### src/rtl/spi_eeprom_slave.sv
// spi_eeprom_slave: SPI mode-0 responder modelling a 2**ADDR_W x DATA_W
// calibration EEPROM. Frames are {op[1:0], addr, data}; op 01 writes, op 00
// reads (data returned as {'0, data} in the next selected frame).
// Optional feature macro: EEP_WP_EN (honour the wp input on write frames).
module spi_eeprom_slave #(
  parameter int ADDR_W      = 6,
  parameter int DATA_W      = 8,
  parameter int FRAME_W     = 2 + ADDR_W + DATA_W,
  parameter int SYNC_STAGES = 2
) (
  input  logic              clk,
  input  logic              rst_n,
  input  logic              SS_n,
  input  logic              SCLK,
  input  logic              MOSI,
  output logic              MISO,
  output logic              frame_done,
  output logic              wr_strobe,
  output logic [ADDR_W-1:0] wr_addr,
  output logic [DATA_W-1:0] rd_buf,
  input  logic              wp
);

  localparam int unsigned DEPTH = 2 ** ADDR_W;
  localparam int unsigned CNT_W = $clog2(FRAME_W + 1);

  typedef enum logic [1:0] {
    S_IDLE,
    S_SHIFT,
    S_COMMIT,
    S_WAIT_DESEL
  } state_t;

  state_t r_state, w_next;

  logic [SYNC_STAGES-1:0] r_ss_sync, r_sclk_sync, r_mosi_sync;
  logic                   r_ss_d, r_sclk_d;
  logic                   w_ss, w_sclk, w_mosi;
  logic                   w_ss_fall, w_sclk_rise, w_sclk_fall;
  logic [FRAME_W-1:0]     r_rx, r_tx;
  logic [CNT_W-1:0]       r_bit_cnt;
  logic [DATA_W-1:0]      r_mem [DEPTH];
  logic [ADDR_W-1:0]      r_wr_addr;
  logic [DATA_W-1:0]      r_rd_buf;
  logic [1:0]             w_op;
  logic [ADDR_W-1:0]      w_addr;
  logic [DATA_W-1:0]      w_data;
  logic                   w_wp_block;
  logic                   w_wr, w_rd, w_frame_done;

`ifdef EEP_WP_EN
  assign w_wp_block = wp;
`else
  logic w_unused_wp;
  assign w_unused_wp = wp;
  assign w_wp_block  = 1'b0;
`endif

  assign w_ss   = r_ss_sync[SYNC_STAGES-1];
  assign w_sclk = r_sclk_sync[SYNC_STAGES-1];
  assign w_mosi = r_mosi_sync[SYNC_STAGES-1];

  assign w_ss_fall   = r_ss_d & ~w_ss;
  assign w_sclk_rise = ~r_sclk_d & w_sclk;
  assign w_sclk_fall = r_sclk_d & ~w_sclk;

  assign w_op   = r_rx[FRAME_W-1 -: 2];
  assign w_addr = r_rx[DATA_W +: ADDR_W];
  assign w_data = r_rx[DATA_W-1:0];

  assign MISO       = ~w_ss & r_tx[FRAME_W-1];
  assign frame_done = w_frame_done;
  assign wr_strobe  = w_wr;
  assign wr_addr    = r_wr_addr;
  assign rd_buf     = r_rd_buf;

  // Input synchronizers plus one delay flop for edge detection; SS_n resets deselected
  always_ff @(posedge clk or negedge rst_n) begin
    if (!rst_n) begin
      r_ss_sync   <= '1;
      r_sclk_sync <= '0;
      r_mosi_sync <= '0;
      r_ss_d      <= 1'b1;
      r_sclk_d    <= 1'b0;
    end else begin
      r_ss_sync   <= {r_ss_sync[SYNC_STAGES-2:0], SS_n};
      r_sclk_sync <= {r_sclk_sync[SYNC_STAGES-2:0], SCLK};
      r_mosi_sync <= {r_mosi_sync[SYNC_STAGES-2:0], MOSI};
      r_ss_d      <= w_ss;
      r_sclk_d    <= w_sclk;
    end
  end

  // FSM state register
  always_ff @(posedge clk or negedge rst_n) begin
    if (!rst_n) r_state <= S_IDLE;
    else        r_state <= w_next;
  end

  // Next state and commit strobes; the 16th SCLK rise takes priority over a
  // simultaneous deselect, and WAIT_DESEL leaves on the SS_n level so that
  // case still returns to IDLE.
  always_comb begin
    w_next       = r_state;
    w_frame_done = 1'b0;
    w_wr         = 1'b0;
    w_rd         = 1'b0;
    unique case (r_state)
      S_IDLE:       if (w_ss_fall) w_next = S_SHIFT;
      S_SHIFT: begin
        if (w_sclk_rise && (r_bit_cnt == CNT_W'(FRAME_W - 1))) w_next = S_COMMIT;
        else if (w_ss)                                          w_next = S_IDLE;
      end
      S_COMMIT: begin
        w_frame_done = 1'b1;
        w_wr         = (w_op == 2'b01) && !w_wp_block;
        w_rd         = (w_op == 2'b00);
        w_next       = S_WAIT_DESEL;
      end
      S_WAIT_DESEL: if (w_ss) w_next = S_IDLE;
      default:      w_next = S_IDLE;
    endcase
  end

  // Shift registers and saturating bit counter
  always_ff @(posedge clk or negedge rst_n) begin
    if (!rst_n) begin
      r_rx      <= '0;
      r_tx      <= '0;
      r_bit_cnt <= '0;
    end else if (r_state == S_IDLE) begin
      if (w_ss_fall) begin
        r_tx      <= FRAME_W'(r_rd_buf);
        r_bit_cnt <= '0;
      end
    end else if (r_state == S_SHIFT && w_sclk_rise) begin
      r_rx <= {r_rx[FRAME_W-2:0], w_mosi};
      if (r_bit_cnt != CNT_W'(FRAME_W)) r_bit_cnt <= r_bit_cnt + 1'b1;
    end else if (w_sclk_fall) begin
      r_tx <= {r_tx[FRAME_W-2:0], 1'b0};
    end
  end

  // Memory array, write-address and read-buffer updates on commit
  always_ff @(posedge clk or negedge rst_n) begin
    if (!rst_n) begin
      for (int unsigned i = 0; i < DEPTH; i++) r_mem[i] <= '0;
      r_wr_addr <= '0;
      r_rd_buf  <= '0;
    end else begin
      if (w_wr) begin
        r_mem[w_addr] <= w_data;
        r_wr_addr     <= w_addr;
      end
      if (w_rd) r_rd_buf <= r_mem[w_addr];
    end
  end

endmodule

### config.mk
export PLATFORM = sky130hd
export DESIGN_NAME = spi_eeprom_slave
export DESIGN_NICKNAME = d
export VERILOG_FILES = /design/src/rtl/spi_eeprom_slave.sv
export SDC_FILE = /design/constraint.sdc
export NUM_CORES = 1
export LEC_CHECK = 0
export CAP_MARGIN = 20
export CORE_UTILIZATION = 55
export CTS_BUF_LIST = sky130_fd_sc_hd__clkbuf_4
export DETAILED_ROUTE_END_ITERATION = 12
export PLACE_DENSITY = 0.81
export SYNTH_ARGS = -nofsm -noshare
export SYNTH_HDL_FRONTEND = slang
export SYNTH_SLANG_ARGS = --single-unit
### constraint.sdc
create_clock -name clk -period 2.85 [get_ports clk]
set_clock_uncertainty 0.2 [all_clocks]
set_input_delay 0.285 -clock clk [delete_from_list [all_inputs] [get_ports clk]]
set_output_delay 0.285 -clock clk [all_outputs]
set_load 0.05 [all_outputs]
==> results.md <==
| Metric | This run |
|---|---|
| Nets | 2,026 |
| Worst endpoint data arrival time | 3.33 ns |
| Pin count of the biggest net entering global routing | 78 |
| Detailed placement HPWL | 38,820 um |
| Combinational share of power | 7.2% |
| Per-instance average area after synthesis | 13.94 um2 |
| First-pass GRT wire length | 98,570 um |
| Critical path launch point type | flip-flop |
| Critical path start-end classification | flip-flop to flip-flop |
| Commonest cells in the netlist | 570 x dfrtp_1, 529 x mux2_2, 241 x mux2i_1, 113 x a22oi_1, 80 x clkbuf_1 |
| Max-slew violations | 0 |
| Fraction of the yosys area taken by sequential cells | 54.40% |
| Part of the power in the clock network | 42.0% |
| Floorplan die height | 220.9 um |
| Synth cell types | 44 |
| Layout cells sized above 1 | 45.42% |
| Count of unresolved DRC violations after routing | 0 |
| Clock tree sinks | 573 |
| Starting utilization of the core area | 56.15% |
| Final Hold Vio Count | 0 |
| Total setup violations reported at the end of the flow | 0 |
| Area grow syn2layout | 12.46% |
| Final cycle utilization of the critical path | 97.13% |
| Via density | 6.060 |
| Total clock buffers created by CTS | 147 |
| Total detailed-routing wirelength | 61,050 um |
| Synth Area in XOR/XNOR | 0.06644% |
| Part of the power in registers | 50.9% |
| Antenna violations before repair | 2 |
| Maximum VDD drop | 383.2 uV |
| Number of synthesized flops with an enable pin | 0 |
| Leakage power figure | 13.88 nW |
| CTS tree | yes |
| Remaining antenna violation count | 0 |
| Share of cell area taken by muxes after synthesis | 33.28% |
| Highest net fanout along the worst path | 14 |
| Biggest area consumer among synthesized cells | dfrtp_1 |
| Total number of H-tree levels | 4 |
| Setup repair after global routing missed its margin | false |
| Hold Path Class | flip-flop to flip-flop |
| Fraction of the mapped netlist area in simple logic gates | 5.657% |
| Final Instance Count excl. Fillers | 2,729 |
| Top-level I/O count | 23 |
| Routability cong. | 0.8319 |
| Clock insertion delay at the later pin of the skew report | 0.88 ns |
| Share of the synthesized area in the top cell type | 54.10% |
| Total instance count after detailed placement | 2,468 |
| Required time of the critical path | 3.41 ns |
| Worst relative slew slack | 45.19% |
| Synth Area in Adders | 0.1424% |
| Cell-internal power | 12.25 mW |
| Clock-pin slew reported for the worst setup and hold paths after clock tree synthesis | 0.06 ns |
| FF+latch count, synth | 573 |
| Number of rows in the core area | 79 |
| Cells after synthesis | 1,891 |
| Overall routing resource usage | 25.84% |
| Drt first pass iters | 5 |
| Total number of vias | 16,539 |
| Die X | 220.9 um |
| Max-cap viol count | 0 |
| Setup TNS | 0 ns |
| Share of flip-flops with an asynchronous set or reset after synthesis | 100.0% |
| Routed wire per std cell | 22.37 um |
| Library cell with the highest instance count after synthesis | dfrtp_1 |
| Area of all placed cells without fillers | 29,650 um2 |
| Most used DFF post-synth | dfrtp_1 |
| Total power density per cell area | 561.1 nW/um2 |
| Switching Fraction | 26.37% |
| Compound-Gate Fraction of Synth Area | 3.863% |
| Dominant combinational cell family by area after synthesis | multiplexers |
| Die ar. | 48,810 um2 |
| Top cells by area in the synthesized netlist | dfrtp_1 54%, mux2_2 23%, mux2i_1 9.2%, a22oi_1 3.2%, mux4_2 1.4% |
| Result of the run | complete, no violations |
| Number of buffers inserted by port buffering | 21 |
| Least-Margin Pin Slew | 0.8216 ns |
| Post-Synthesis Cell Area | 26,360 um2 |
| Core Box Area | 46,950 um2 |
| Post-CTS setup-driven buffer insertion count | 0 |
| Root cell of the clock tree | clkbuf_4 |
| Maximum root-to-sink buffer count | 3 |
| Placement-stage cell area | 27,700 um2 |
| Via count of the first global-routing pass | 17,711 |
| Fin crit period | 2.768 ns |
| Drt initial violations | 1,166 |
| Total overflow reported by the global router | 0 |
| Total net switching power | 4.387 mW |
| Maximum clock rate | 361.3 MHz |
| YS warnings | 0 |
| Endpoint kind of the worst setup timing path | flip-flop |
| Post-Syn Nets | 1,900 |
[power groups by stage]
stage / Sequential (mW) / Clock, mW / Combinational (mW)
6_report: 8.46 / 6.98 / 1.19
5_1_grt: 8.47 / 7.60 / 1.27
4_1_cts: 8.45 / 7.14 / 1.18
3_5_place_dp: 8.61 / 0 / 1.17
3_3_place_gp: 8.59 / 0 / 1.12
2_1_floorplan: 8.36 / 0 / 0.683
[timing repair]
action / in CTS / in global routing
setup endpoints to repair: 0 / 1
hold endpoints to repair: 573 / 0
gates resized for setup: 0 / 1
hold buffers: 6 / 0
[placed cells by master, fill, tap and decap left out, drive strengths merged, types with 18 or more instances in the layout]
| master | Yosys | final |
|---|---|---|
| dfrtp | 570 | 570 |
| mux2 | 533 | 533 |
| mux2i | 241 | 241 |
| clkbuf | 80 | 219 |
| a22oi | 113 | 113 |
| buf | 60 | 93 |
| nand2 | 68 | 68 |
| nand3 | 65 | 65 |
| nor2 | 54 | 54 |
| clkinv | 0 | 24 |
| clkdlybuf4s50 | 0 | 18 |
[flip-flops by register name, summed over array words and instances, names as in the netlist, 5 cells and up]
register,count
r_mem,512
r_rx,16
r_tx,16
rd_buf,8
wr_addr,6
r_bit_cnt,5
[cell families after synthesis]
group,Yosys count
compound gates,143
xor+xnor,2
fa+ha+maj,3
buf+inv,147
flops,573
mux,790
simple gates,233
[final timing paths]
| kind | end | slack (ns) | start | cells after the start |
|---|---|---|---|---|
| setup / recovery | rd_buf[0] | 0.08 | r_rx[13] | 5 |
| hold / removal | r_mosi_sync[1] | 0.15 | r_mosi_sync[0] | 0 |
| setup reg to reg | rd_buf[0] | 0.08 | r_rx[13] | 5 |
| hold reg to reg | r_mosi_sync[1] | 0.15 | r_mosi_sync[0] | 0 |
| max in group asynchronous | wr_addr[0] | 1.35 | rst_n | 5 |
| min in group asynchronous | r_mem[239] | 0.51 | rst_n | 4 |
[critical path, cell delays in order, from the launching register on]
cell and delay, ns:
dfrtp_1 0.87, and2_0 0.76, nand3_1 0.32, nand4_1 0.29
nor3_1 0.11, a21oi_1 0.14
[layout make-up]
type	count	area, um2
Sequential cell	573	14360
Tap cell	607	759.5
Clock buffer	219	1644
Inverter	7	26.28
Clock inverter	33	214.0
Antenna cell	2	5.005
Multi-Input combinational cell	1171	11380
Timing Repair Buffer	117	1269
Fill cell	3373	17300
[routing by layer]
| metal | track usage [%] | share of wire [%] |
|---|---|---|
| met4 | 11.44 | 3.0 |
| met2 | 41.76 | 48 |
| met5 | 0 | 0 |
| met1 | 34.12 | 43 |
| met3 | 4.913 | 6.0 |
[through the flow]
stage                     total power, mW  util (%)  hold slack, ns  setup WS [ns]
after floorplan                     9.047         -         -0.2106         0.7650
after global placement              9.716     59.00         0.07794         0.2184
after detailed placement            9.772     59.00         0.07855         0.1912
after CTS                           16.77     63.10          0.1478        0.02947
after global routing                17.34     63.15          0.1514        0.02871
final                               16.64     63.15          0.1467        0.08187
(Power assumes the default switching activity.)
